### src/rtl/tree_inorder_reader_pkg.sv
// Shared definitions for the in-order tree reader: default sizes, the NIL
// child marker, the node record layout and the traversal FSM encoding.
package tree_inorder_reader_pkg;

  localparam int KEY_W_DEF = 4;  // key width (matches sw[3:0])
  localparam int IDX_W_DEF = 3;  // node index width
  localparam int NODES_DEF = 7;  // max node count = traversal stack depth

  // The all-ones index marks an absent child.
  localparam logic [IDX_W_DEF-1:0] NIL_DEF = '1;

  // One node of the store as the writer lays it out.
  typedef struct packed {
    logic [KEY_W_DEF-1:0] key;
    logic [IDX_W_DEF-1:0] left;
    logic [IDX_W_DEF-1:0] right;
  } node_t;

  // Traversal FSM states.
  typedef enum logic [2:0] {
    S_IDLE  = 3'd0,
    S_FETCH = 3'd1,
    S_LATCH = 3'd2,
    S_POP   = 3'd3,
    S_EMIT  = 3'd4,
    S_FIN   = 3'd5
  } state_t;

endpackage

### src/rtl/tree_inorder_reader_if.sv
// Bundle of the reader's control, node-memory read port and key stream.
// The master side is the surrounding system (controller, node store,
// consumer); the slave side is the reader itself.
interface tree_inorder_reader_if
  import tree_inorder_reader_pkg::*;
#(
  parameter int KEY_W = KEY_W_DEF,
  parameter int IDX_W = IDX_W_DEF
);
  // control
  logic             start;
  logic [IDX_W-1:0] root_idx;
  logic [IDX_W-1:0] node_count;
  logic             busy;
  logic             done;
  logic             err;
  // node memory read port (1-cycle latency)
  logic [IDX_W-1:0] node_addr;
  logic             node_rd;
  logic [KEY_W-1:0] node_key;
  logic [IDX_W-1:0] node_left;
  logic [IDX_W-1:0] node_right;
  // key stream
  logic [KEY_W-1:0] key_out;
  logic             key_valid;
  logic             key_ready;

  modport master (
    output start, root_idx, node_count,
    output node_key, node_left, node_right,
    output key_ready,
    input  busy, done, err,
    input  node_addr, node_rd,
    input  key_out, key_valid
  );

  modport slave (
    input  start, root_idx, node_count,
    input  node_key, node_left, node_right,
    input  key_ready,
    output busy, done, err,
    output node_addr, node_rd,
    output key_out, key_valid
  );

endinterface

### src/rtl/tree_inorder_reader_stack.sv
// LIFO holding the pending {key, right child} pairs of the in-order walk.
// The top entry is visible combinationally on dout; push and pop are never
// requested together by the reader.
module tree_inorder_reader_stack #(
  parameter int DEPTH = 7,
  parameter int WIDTH = 7
) (
  input  logic             clk,
  input  logic             rst,
  input  logic             clear,
  input  logic             push,
  input  logic             pop,
  input  logic [WIDTH-1:0] din,
  output logic [WIDTH-1:0] dout,
  output logic             empty,
  output logic             full
);

  localparam int CNT_W = $clog2(DEPTH + 1);
  localparam int AW    = (DEPTH > 1) ? $clog2(DEPTH) : 1;

  logic [CNT_W-1:0] cnt_q;
  logic [CNT_W-1:0] top_idx;
  logic [WIDTH-1:0] mem_q [DEPTH];

  assign empty   = (cnt_q == '0);
  assign full    = (cnt_q == CNT_W'(DEPTH));
  assign top_idx = cnt_q - CNT_W'(1);

  // Occupancy: cleared by reset or a new traversal, stepped by push/pop.
  // NOTE: state registers use non-blocking (<=) so every flop samples the pre-edge values.
  always_ff @(posedge clk) begin
    if (rst || clear) begin
      cnt_q <= '0;
    end else if (push && !full) begin
      cnt_q <= cnt_q + CNT_W'(1);
    end else if (pop && !empty) begin
      cnt_q <= top_idx;
    end
  end

  // Entry storage, written at the current occupancy.
  // NOTE: the array is not reset; the occupancy counter alone defines which entries are live.
  always_ff @(posedge clk) begin
    if (push && !full) begin
      mem_q[cnt_q[AW-1:0]] <= din;
    end
  end

  // Top-of-stack view, zero when empty.
  // NOTE: dout gets a default before the if so no latch is inferred.
  always_comb begin
    dout = '0;
    if (!empty) begin
      dout = mem_q[top_idx[AW-1:0]];
    end
  end

endmodule

### src/rtl/tree_inorder_reader.sv
// In-order walker of the binary-search-tree node store. Reads nodes through
// a 1-cycle-latency port, keeps pending ancestors on a LIFO and streams keys
// in ascending order on a valid/ready interface. Overflow of the LIFO or
// more emitted keys than stored nodes flags a corrupt/cyclic tree in err.
module tree_inorder_reader
  import tree_inorder_reader_pkg::*;
#(
  parameter int KEY_W = KEY_W_DEF,
  parameter int IDX_W = IDX_W_DEF,
  parameter int NODES = NODES_DEF
) (
  input  logic                  clk,
  input  logic                  rst,
  tree_inorder_reader_if.slave  bus
);

  localparam logic [IDX_W-1:0] NIL   = '1;
  localparam int               CNT_W = IDX_W + 1;  // one spare bit so a cycle cannot wrap

  state_t           state_q;
  logic [IDX_W-1:0] cur_q;
  logic [IDX_W-1:0] count_q;
  logic [CNT_W-1:0] emit_cnt_q;
  logic [IDX_W-1:0] node_addr_q;
  logic             node_rd_q;
  logic [KEY_W-1:0] key_out_q;
  logic             key_valid_q;
  logic             busy_q;
  logic             done_q;
  logic             err_q;

  logic                   start_acc;
  logic                   stk_push;
  logic                   stk_pop;
  logic                   stk_empty;
  logic                   stk_full;
  logic [KEY_W+IDX_W-1:0] stk_din;
  logic [KEY_W+IDX_W-1:0] stk_dout;
  logic [KEY_W-1:0]       pop_key;
  logic [IDX_W-1:0]       pop_right;
  logic [CNT_W-1:0]       emit_next;

  assign start_acc = (state_q == S_IDLE) && bus.start;
  assign stk_push  = (state_q == S_LATCH) && !stk_full;
  assign stk_pop   = (state_q == S_POP) && !stk_empty;
  assign stk_din   = {bus.node_key, bus.node_right};
  assign {pop_key, pop_right} = stk_dout;
  assign emit_next = emit_cnt_q + CNT_W'(1);

  tree_inorder_reader_stack #(
    .DEPTH (NODES),
    .WIDTH (KEY_W + IDX_W)
  ) u_stack (
    .clk   (clk),
    .rst   (rst),
    .clear (start_acc),
    .push  (stk_push),
    .pop   (stk_pop),
    .din   (stk_din),
    .dout  (stk_dout),
    .empty (stk_empty),
    .full  (stk_full)
  );

  // Traversal FSM with all outputs registered.
  always_ff @(posedge clk) begin
    if (rst) begin
      state_q     <= S_IDLE;
      cur_q       <= '0;
      count_q     <= '0;
      emit_cnt_q  <= '0;
      node_addr_q <= '0;
      node_rd_q   <= 1'b0;
      key_out_q   <= '0;
      key_valid_q <= 1'b0;
      busy_q      <= 1'b0;
      done_q      <= 1'b0;
      err_q       <= 1'b0;
    end else begin
      node_rd_q <= 1'b0;
      done_q    <= 1'b0;
      case (state_q)
        S_IDLE: begin
          if (bus.start) begin
            count_q    <= bus.node_count;
            emit_cnt_q <= '0;
            err_q      <= 1'b0;
            cur_q      <= bus.root_idx;
            if (bus.root_idx == NIL || bus.node_count == '0) begin
              state_q <= S_FIN;
              done_q  <= 1'b1;
              busy_q  <= 1'b0;
            end else begin
              state_q     <= S_FETCH;
              busy_q      <= 1'b1;
              node_addr_q <= bus.root_idx;
              node_rd_q   <= 1'b1;
            end
          end
        end

        S_FETCH: begin
          state_q <= S_LATCH;
        end

        S_LATCH: begin
          if (stk_full) begin
            err_q   <= 1'b1;
            state_q <= S_FIN;
            done_q  <= 1'b1;
            busy_q  <= 1'b0;
          end else if (bus.node_left != NIL) begin
            cur_q       <= bus.node_left;
            node_addr_q <= bus.node_left;
            node_rd_q   <= 1'b1;
            state_q     <= S_FETCH;
          end else begin
            cur_q   <= bus.node_left;
            state_q <= S_POP;
          end
        end

        S_POP: begin
          if (stk_empty) begin
            state_q <= S_FIN;
            done_q  <= 1'b1;
            busy_q  <= 1'b0;
          end else begin
            key_out_q   <= pop_key;
            key_valid_q <= 1'b1;
            cur_q       <= pop_right;
            state_q     <= S_EMIT;
          end
        end

        S_EMIT: begin
          if (bus.key_ready) begin
            key_valid_q <= 1'b0;
            emit_cnt_q  <= emit_next;
            if (emit_next > {1'b0, count_q}) begin
              err_q   <= 1'b1;
              state_q <= S_FIN;
              done_q  <= 1'b1;
              busy_q  <= 1'b0;
            end else if (cur_q != NIL) begin
              node_addr_q <= cur_q;
              node_rd_q   <= 1'b1;
              state_q     <= S_FETCH;
            end else begin
              state_q <= S_POP;
            end
          end
        end

        S_FIN: begin
          key_valid_q <= 1'b0;
          busy_q      <= 1'b0;
          state_q     <= S_IDLE;
        end

        default: begin
          state_q <= S_IDLE;
        end
      endcase
    end
  end

  assign bus.node_addr = node_addr_q;
  assign bus.node_rd   = node_rd_q;
  assign bus.key_out   = key_out_q;
  assign bus.key_valid = key_valid_q;
  assign bus.busy      = busy_q;
  assign bus.done      = done_q;
  assign bus.err       = err_q;

endmodule
### src/flat_wrapper.sv
// flat-port wrapper written by rule: the top's interface ports become plain ports
module tree_inorder_reader_flat import tree_inorder_reader_pkg::*;
#(
  parameter int KEY_W = KEY_W_DEF,
  parameter int IDX_W = IDX_W_DEF,
  parameter int NODES = NODES_DEF
)
  (clk, rst, bus_start, bus_root_idx, bus_node_count, bus_node_key, bus_node_left, bus_node_right, bus_key_ready, bus_busy, bus_done, bus_err, bus_node_addr, bus_node_rd, bus_key_out, bus_key_valid);
  tree_inorder_reader_if #(.KEY_W(KEY_W), .IDX_W(IDX_W)) bus_i ();
  input  logic clk;
  input  logic rst;
  input wire logic [$bits(bus_i.start)-1:0] bus_start;
  input wire logic [$bits(bus_i.root_idx)-1:0] bus_root_idx;
  input wire logic [$bits(bus_i.node_count)-1:0] bus_node_count;
  input wire logic [$bits(bus_i.node_key)-1:0] bus_node_key;
  input wire logic [$bits(bus_i.node_left)-1:0] bus_node_left;
  input wire logic [$bits(bus_i.node_right)-1:0] bus_node_right;
  input wire logic [$bits(bus_i.key_ready)-1:0] bus_key_ready;
  output wire logic [$bits(bus_i.busy)-1:0] bus_busy;
  output wire logic [$bits(bus_i.done)-1:0] bus_done;
  output wire logic [$bits(bus_i.err)-1:0] bus_err;
  output wire logic [$bits(bus_i.node_addr)-1:0] bus_node_addr;
  output wire logic [$bits(bus_i.node_rd)-1:0] bus_node_rd;
  output wire logic [$bits(bus_i.key_out)-1:0] bus_key_out;
  output wire logic [$bits(bus_i.key_valid)-1:0] bus_key_valid;
  assign bus_i.start = bus_start;
  assign bus_i.root_idx = bus_root_idx;
  assign bus_i.node_count = bus_node_count;
  assign bus_i.node_key = bus_node_key;
  assign bus_i.node_left = bus_node_left;
  assign bus_i.node_right = bus_node_right;
  assign bus_i.key_ready = bus_key_ready;
  assign bus_busy = bus_i.busy;
  assign bus_done = bus_i.done;
  assign bus_err = bus_i.err;
  assign bus_node_addr = bus_i.node_addr;
  assign bus_node_rd = bus_i.node_rd;
  assign bus_key_out = bus_i.key_out;
  assign bus_key_valid = bus_i.key_valid;
  tree_inorder_reader #(.KEY_W(KEY_W), .IDX_W(IDX_W), .NODES(NODES)) u_core (.clk(clk), .rst(rst), .bus(bus_i));
endmodule
### config.mk
export PLATFORM = sky130hd
export DESIGN_NAME = tree_inorder_reader_flat
export DESIGN_NICKNAME = d
export VERILOG_FILES = /design/src/rtl/tree_inorder_reader_pkg.sv /design/src/rtl/tree_inorder_reader_if.sv /design/src/rtl/tree_inorder_reader_stack.sv /design/src/rtl/tree_inorder_reader.sv /design/src/flat_wrapper.sv
export SDC_FILE = /design/constraint.sdc
export NUM_CORES = 1
export LEC_CHECK = 0
export ABC_AREA = 1
export CORE_UTILIZATION = 35
export CTS_CLUSTER_SIZE = 12
export DETAILED_ROUTE_END_ITERATION = 6
export GPL_ROUTABILITY_DRIVEN = 0
export PLACE_DENSITY = 0.58
export SYNTH_ARGS = -nofsm -noshare
export SYNTH_HDL_FRONTEND = slang
export SYNTH_HIERARCHICAL = 1
export SYNTH_SLANG_ARGS = --single-unit
export TNS_END_PERCENT = 50
### constraint.sdc
create_clock -name clk -period 3.3 [get_ports clk]
set_clock_uncertainty 0.1 [all_clocks]
set_input_delay 0.66 -clock clk [delete_from_list [all_inputs] [get_ports clk]]
set_output_delay 0.66 -clock clk [all_outputs]
set_load 0.03 [all_outputs]
Word-level counts from Yosys, hierarchy flattened:

Memories as Yosys holds them, arrays and structs flattened.
Cells that the tools add are included.

* flip-flop bits (word level): 28
* memory bits (writable): 49
* word-level logic and storage cells: 122
* memories kept: 1

* add/sub/neg operators: 3
* $lt $le $gt $ge: 1
* eq/ne operators: 20
* multiplexer cells: 57
* bitwise logic cells: 1
* reduce and logical (&&, ||, !) cells: 27

Memories
* u_core.u_stack.mem_q: words 7, width 7, read ports 1, clocked after Yosys merged registers in 0, write ports 1, RTL line tree_inorder_reader_stack.sv:24 `logic [WIDTH-1:0] mem_q [DEPTH];`

Operator list (number)
* 3-bit 2-to-1 mux: 17
* 1-bit 2-to-1 mux: 27
* 3-bit case mux with 3 select lines: 2
* 3-bit case mux with 5 select lines: 1
* 2-bit inequality test, second input constant: 7
* 3-bit == test, second input constant: 4
* 3-bit zero test: 3
* 1-bit case mux with 3 select lines: 3
* 3-bit nonzero test: 3
* 4-bit 2-to-1 mux: 2
* 2-bit by 1-bit inequality test with 1-bit output, second input constant: 4
* 4-bit case mux with 2 select lines: 1
* 8-bit AND reduction: 1
* 3-bit by 2-bit == test with 1-bit output, second input constant: 2
* 3-bit inequality test, second input constant: 2
* 2-bit AND reduction: 3
* 3-bit AND reduction: 2
* 6-bit AND reduction: 1
* 1-bit logical AND: 5
* 1-bit case mux with 5 select lines: 1
* 5-bit AND reduction: 1
* 5-bit nonzero test: 1
* 4-bit by 1-bit adder with 4-bit output, second input constant: 1
* 4-bit by 3-bit greater-than comparator with 1-bit output: 1
* other kinds (10): 14

Depth between registers and ports, before layout:

* word-level depth: 6
* mapped depth: 15

Cells and area by module:

The synthesis kept the hierarchy.

Modules (own cells, without submodules)
* tree_inorder_reader_stack: times used 1, cells each 221, area each 2296.0 um^2, seq. area each 1531.5 um^2
* tree_inorder_reader: times used 1, cells each 208, area each 1405.1 um^2, seq. area each 500.5 um^2

Worst setup path before layout:

Ideal clock, no wire load.

* path kind: reg-to-reg
* start: register u_core.u_stack.cnt_q[0]
* end: memory u_core.u_stack.mem_q[2][0], enable pin
* library setup time: 380 ps
* arrival time: 1837 ps
* data required time: 2820 ps
* setup slack: 983 ps
* cell stages (with the launch flop): 11
* clock period less this slack: 2317 ps
* cell sequence: dfxtp_1 -> ha_1 -> nand2_1 -> inv_1 -> inv_1 -> nand2_2 -> inv_1 -> inv_1 -> a21oi_1 -> nand2_1 -> nor3_1

* longest elaborated chain between the ends: 6

RTL lines
* start, declared: RTL line tree_inorder_reader_stack.sv:22 `logic [CNT_W-1:0] cnt_q;`
* start signal, assigned: RTL line tree_inorder_reader_stack.sv:36 `cnt_q <= cnt_q + CNT_W'(1);`
* start signal, assigned: RTL line tree_inorder_reader_stack.sv:38 `cnt_q <= top_idx;`
* 3-bit == test: RTL line tree_inorder_reader_stack.sv:27 `assign full = (cnt_q == CNT_W'(DEPTH));`
* via u_core.stk_full: RTL line tree_inorder_reader.sv:36 `logic stk_full;`
* 1-bit zero test: RTL line tree_inorder_reader.sv:44 `assign stk_push = (state_q == S_LATCH) && !stk_full;`
* 1-bit logical AND: RTL line tree_inorder_reader.sv:44
* via u_core.stk_push: RTL line tree_inorder_reader.sv:33 `logic stk_push;`
* 1-bit logical AND: RTL line tree_inorder_reader_stack.sv:45 `if (push && !full) begin`
* 1-bit 2-to-1 mux: RTL line tree_inorder_reader_stack.sv:45
* 1-bit 2-to-1 mux (implied by the code): RTL line tree_inorder_reader_stack.sv:46 `mem_q[cnt_q[AW-1:0]] <= din;`
* end, declared: RTL line tree_inorder_reader_stack.sv:24

The timed path passes the listed nets, and every way through them passes these cells.

Final worst setup path:

* start: register u_core.u_stack.cnt_q[0]
* end: memory u_core.u_stack.mem_q[4][2], enable pin

Same word-level chain as after synthesis.

==> impl_results.md <==
* Max-Cap Viols at 0
* Share of layout cells above drive strength 1 at 0.09034
* Slew headroom at 0.3680
* Crit path top cell by count: inv_1
* Setup_tns at 0 ns
* # fillers at approximately 1.0k
* Crit-path max cell delay at ~0.50 ns
* Post-synthesis cell type count at 31
* First-pass GRT wire length at approximately 14000 um
* Placed cell area at ~4200 um^2
* Starting Density at 0.3601
* Setup crit start kind: flip-flop
* Share of the synthesized area in the top cell type at 0.3976
* Pwr Density at ~500 nW/um^2
* Post-CTS resize count at 0
* Compound-Gate Fraction of Synth Area at 0.07945
* DRT iter0 DRCs at 170
* Synth Area in Simple Gates at 0.2684
* Shortest period the worst path allows at between 2 and 3 ns
* CP endpoint kind: flip-flop
* Most frequent cells in the layout: nand2_1, edfxtp_1, nor2_1
* WP data arrival at ~2.5 ns
* Cell row count at 37
* Leakage at ~1.8 nW
* Hold_sp: u_core/bus.err
* Clk root buf: clkbuf_8
* # nets final at around 500
* DR pass1 iterations at 6
* DRC Markers at 2
* Cells along the critical path: ha_1 > nand2_1 > inv_1 > inv_1 > nand2_2 > inv_1 > inv_1 > a21oi_1 > nand2_1 > nor2_1
* Wirelength, routed at ~8000 um
* Fin cells at 612
* Final hold viol count at 0
* Die Wd at roughly 100 um
* Antenna cells at 0
* CP max FO at 12
* Largest area contributor in the netlist: edfxtp_1
* DP Wirelength at between 5000 and 6000 um
* P&R area growth vs syn at 18.42%
* R2R cell count at 10
* Post-Syn Nets at roughly 460
* Hold_ws at approximately 0.35 ns
* Core Box Area at 10280 um^2
* Post-Synth XOR/XNOR Area at 0.004733
* Via/cell ratio at around 4.7
* Syn Inst Count at 429
* Synth Cell Area at about 3700 um^2
* Worst reg2reg startpoint: u_core/u_stack/cnt_q[0]
* DIE AREA at 10990 um^2
* ANT nets after route at 0
* F_max at 391.0 MHz
* Final Instance Area at around 4400 um^2
* Register clock-pin slew on the reported worst setup and hold paths at about 0.10 ns
* Yosys warns at 6
* Setup bufs post-CTS at 0
* Worst Path Required at between 3 and 4 ns
* Seq/Total Area, Yosys at 0.5490
* WS Path Type: flip-flop to flip-flop
* Die height at approximately 100 um
* Seq cells post-synth at between 70 and 80
* R2R setup slack at 0.74 ns
* Vias in the first global route at ~2.8k
* PortBufs at 31
* Hold EP: u_core/bus.err
* Min-delay worst type: flip-flop to flip-flop
* Worst hold stages at 2
* Clk sinks at 77
* Worst skew pair latency at 0.36 ns
* Slew @ Worst Pin at about 0.94 ns
* # placed instances at 596
* Terminus of the critical flop-to-flop path: u_core/u_stack/mem_q[4][2]
* Clock Path Buffers at 2
* Synth area leaders: edfxtp_1, dfxtp_1, nand2_1
* Fin crit share at 0.7750
* Drt wl/cell at roughly 13 um
* Vias at between 2k and 3k
* Combinational family with the most area after synthesis: simple AND/OR/NAND/NOR gates
* # IOs at 32
* Total CTS buffers at 9
* RSZ-0062 raised after global routing: false
* Grt total ovfl at 0
* Status: complete, but fails checks
* Crit-path slowest cell: nor2_1
* Cts hold-fix bufs at 0
* Pins Over Slew Limit at 0
* Initial antenna violation count at 0
* Commonest non-fill, non-tap cell in the layout: nand2_1
* Largest net degree at the start of global routing at 27
* Final setup fails at 0
* H-tree depth at 3
* GRT Util Overall at 0.1608
* Post-synthesis average cell area at 8.627 um^2
* Adder-cell area share of the yosys netlist at 0.03381
* Failing checks: DRC
* TritonCTS clock tree: done
* Tot Pwr at about 2.2 mW
* Post-synthesis mux area share at 0
* VDD IR-drop max at 0.2750 mV
[cell usage after synthesis]
library cell	count
nand2_2	4
and3_1	1
nor2_1	45
nand4_1	1
a21oi_1	24
nor2_8	1
inv_1	36
nor4_2	1
nand3_1	32
o21ai_1	8
ha_1	10
xor2_1	2
edfxtp_1	49
inv_4	1
nor2_2	1
o211ai_1	3
nand4_4	1
buf_4	2
nand2_1	137
o21ai_0	19
a211oi_1	1
dfxtp_1	28
nor4_1	1
buf_6	4
nor3_1	5
nor3_2	1
inv_2	5
buf_2	3
clkbuf_1	1
a21oi_2	1
nor2_4	1
[kinds of logic (layout without fill, tap and decap cells)]
family,count (synthesis),after routing
simple gates,232,232
flops,77,77
compound gates,56,56
buf+inv,52,99
fa+ha+maj,10,10
xor+xnor,2,2
[where the power goes]
part | total (mW) | internal, mW | switching, mW | leakage (nW)
sequential | 1.09 | 1.06 | 0.0256 | 0.670
clock | 0.727 | 0.304 | 0.423 | 0.104
combinational | 0.395 | 0.142 | 0.253 | 1.03
[worst max-delay path: cells and delay by family (launching register included)]
kind	cells	cell delay, ns
simple gates	4	0.81
flops	1	0.45
buf+inv	4	0.36
fa+ha+maj	1	0.28
compound gates	1	0.20
[metal layers]
layer	up-vias	GRT usage	routed length [um]
met1	1339	0.1841	3557
met4	0	0.05835	144
met2	53	0.2871	4156
met5	-	0	0
met3	12	0.04242	292
li1	1495	-	-
[through the flow]
step                      setup WS, ns  utilization
after global placement          0.8120       0.4065
after floorplan                 0.9833            -
after global routing            0.4973       0.4265
after detailed placement        0.7998       0.4065
after CTS                       0.7746       0.4265
final                           0.7426       0.4265
[state kept, by name, summed over array words and instances (netlist names)]
name and flops:
u_core/bus.err 1, u_core/bus.key_out 4, u_core/bus.busy 1, u_core/bus.done 1, u_core/bus.key_valid 1, u_core/cur_q 3
u_core/bus.node_rd 1, u_core/emit_cnt_q 4, u_core/state_q 3, u_core/bus.node_addr 3, u_core/u_stack/cnt_q 3, u_core/count_q 3
u_core/u_stack/mem_q 49
[final cells by class]
type                    count  area [um^2]  share of cell area
clock buffers               9        123.9             0.02826
flip-flops and latches     77         2032              0.4636
well taps                 136        170.2             0.03882
clock inverters             7        81.33             0.01856
repair buffers             41        385.4             0.08792
multi-input cells         300         1430              0.3263
inverters                  42        160.2             0.03654
[worst max-delay path by stage]
stage                       startpoint  cells past startpoint                    endpoint  slack (ns)
2_1_floorplan  u_core/u_stack/cnt_q[0]                     10  u_core/u_stack/mem_q[2][0]        0.98
3_3_place_gp   u_core/u_stack/cnt_q[0]                     10  u_core/u_stack/mem_q[4][1]        0.81
3_5_place_dp   u_core/u_stack/cnt_q[0]                     10  u_core/u_stack/mem_q[4][1]        0.80
4_1_cts        u_core/u_stack/cnt_q[0]                     10  u_core/u_stack/mem_q[4][2]        0.77
5_1_grt        u_core/u_stack/cnt_q[0]                     10  u_core/u_stack/mem_q[4][3]        0.50
6_report       u_core/u_stack/cnt_q[0]                     10  u_core/u_stack/mem_q[4][2]        0.74
(Power assumes the default switching activity.)
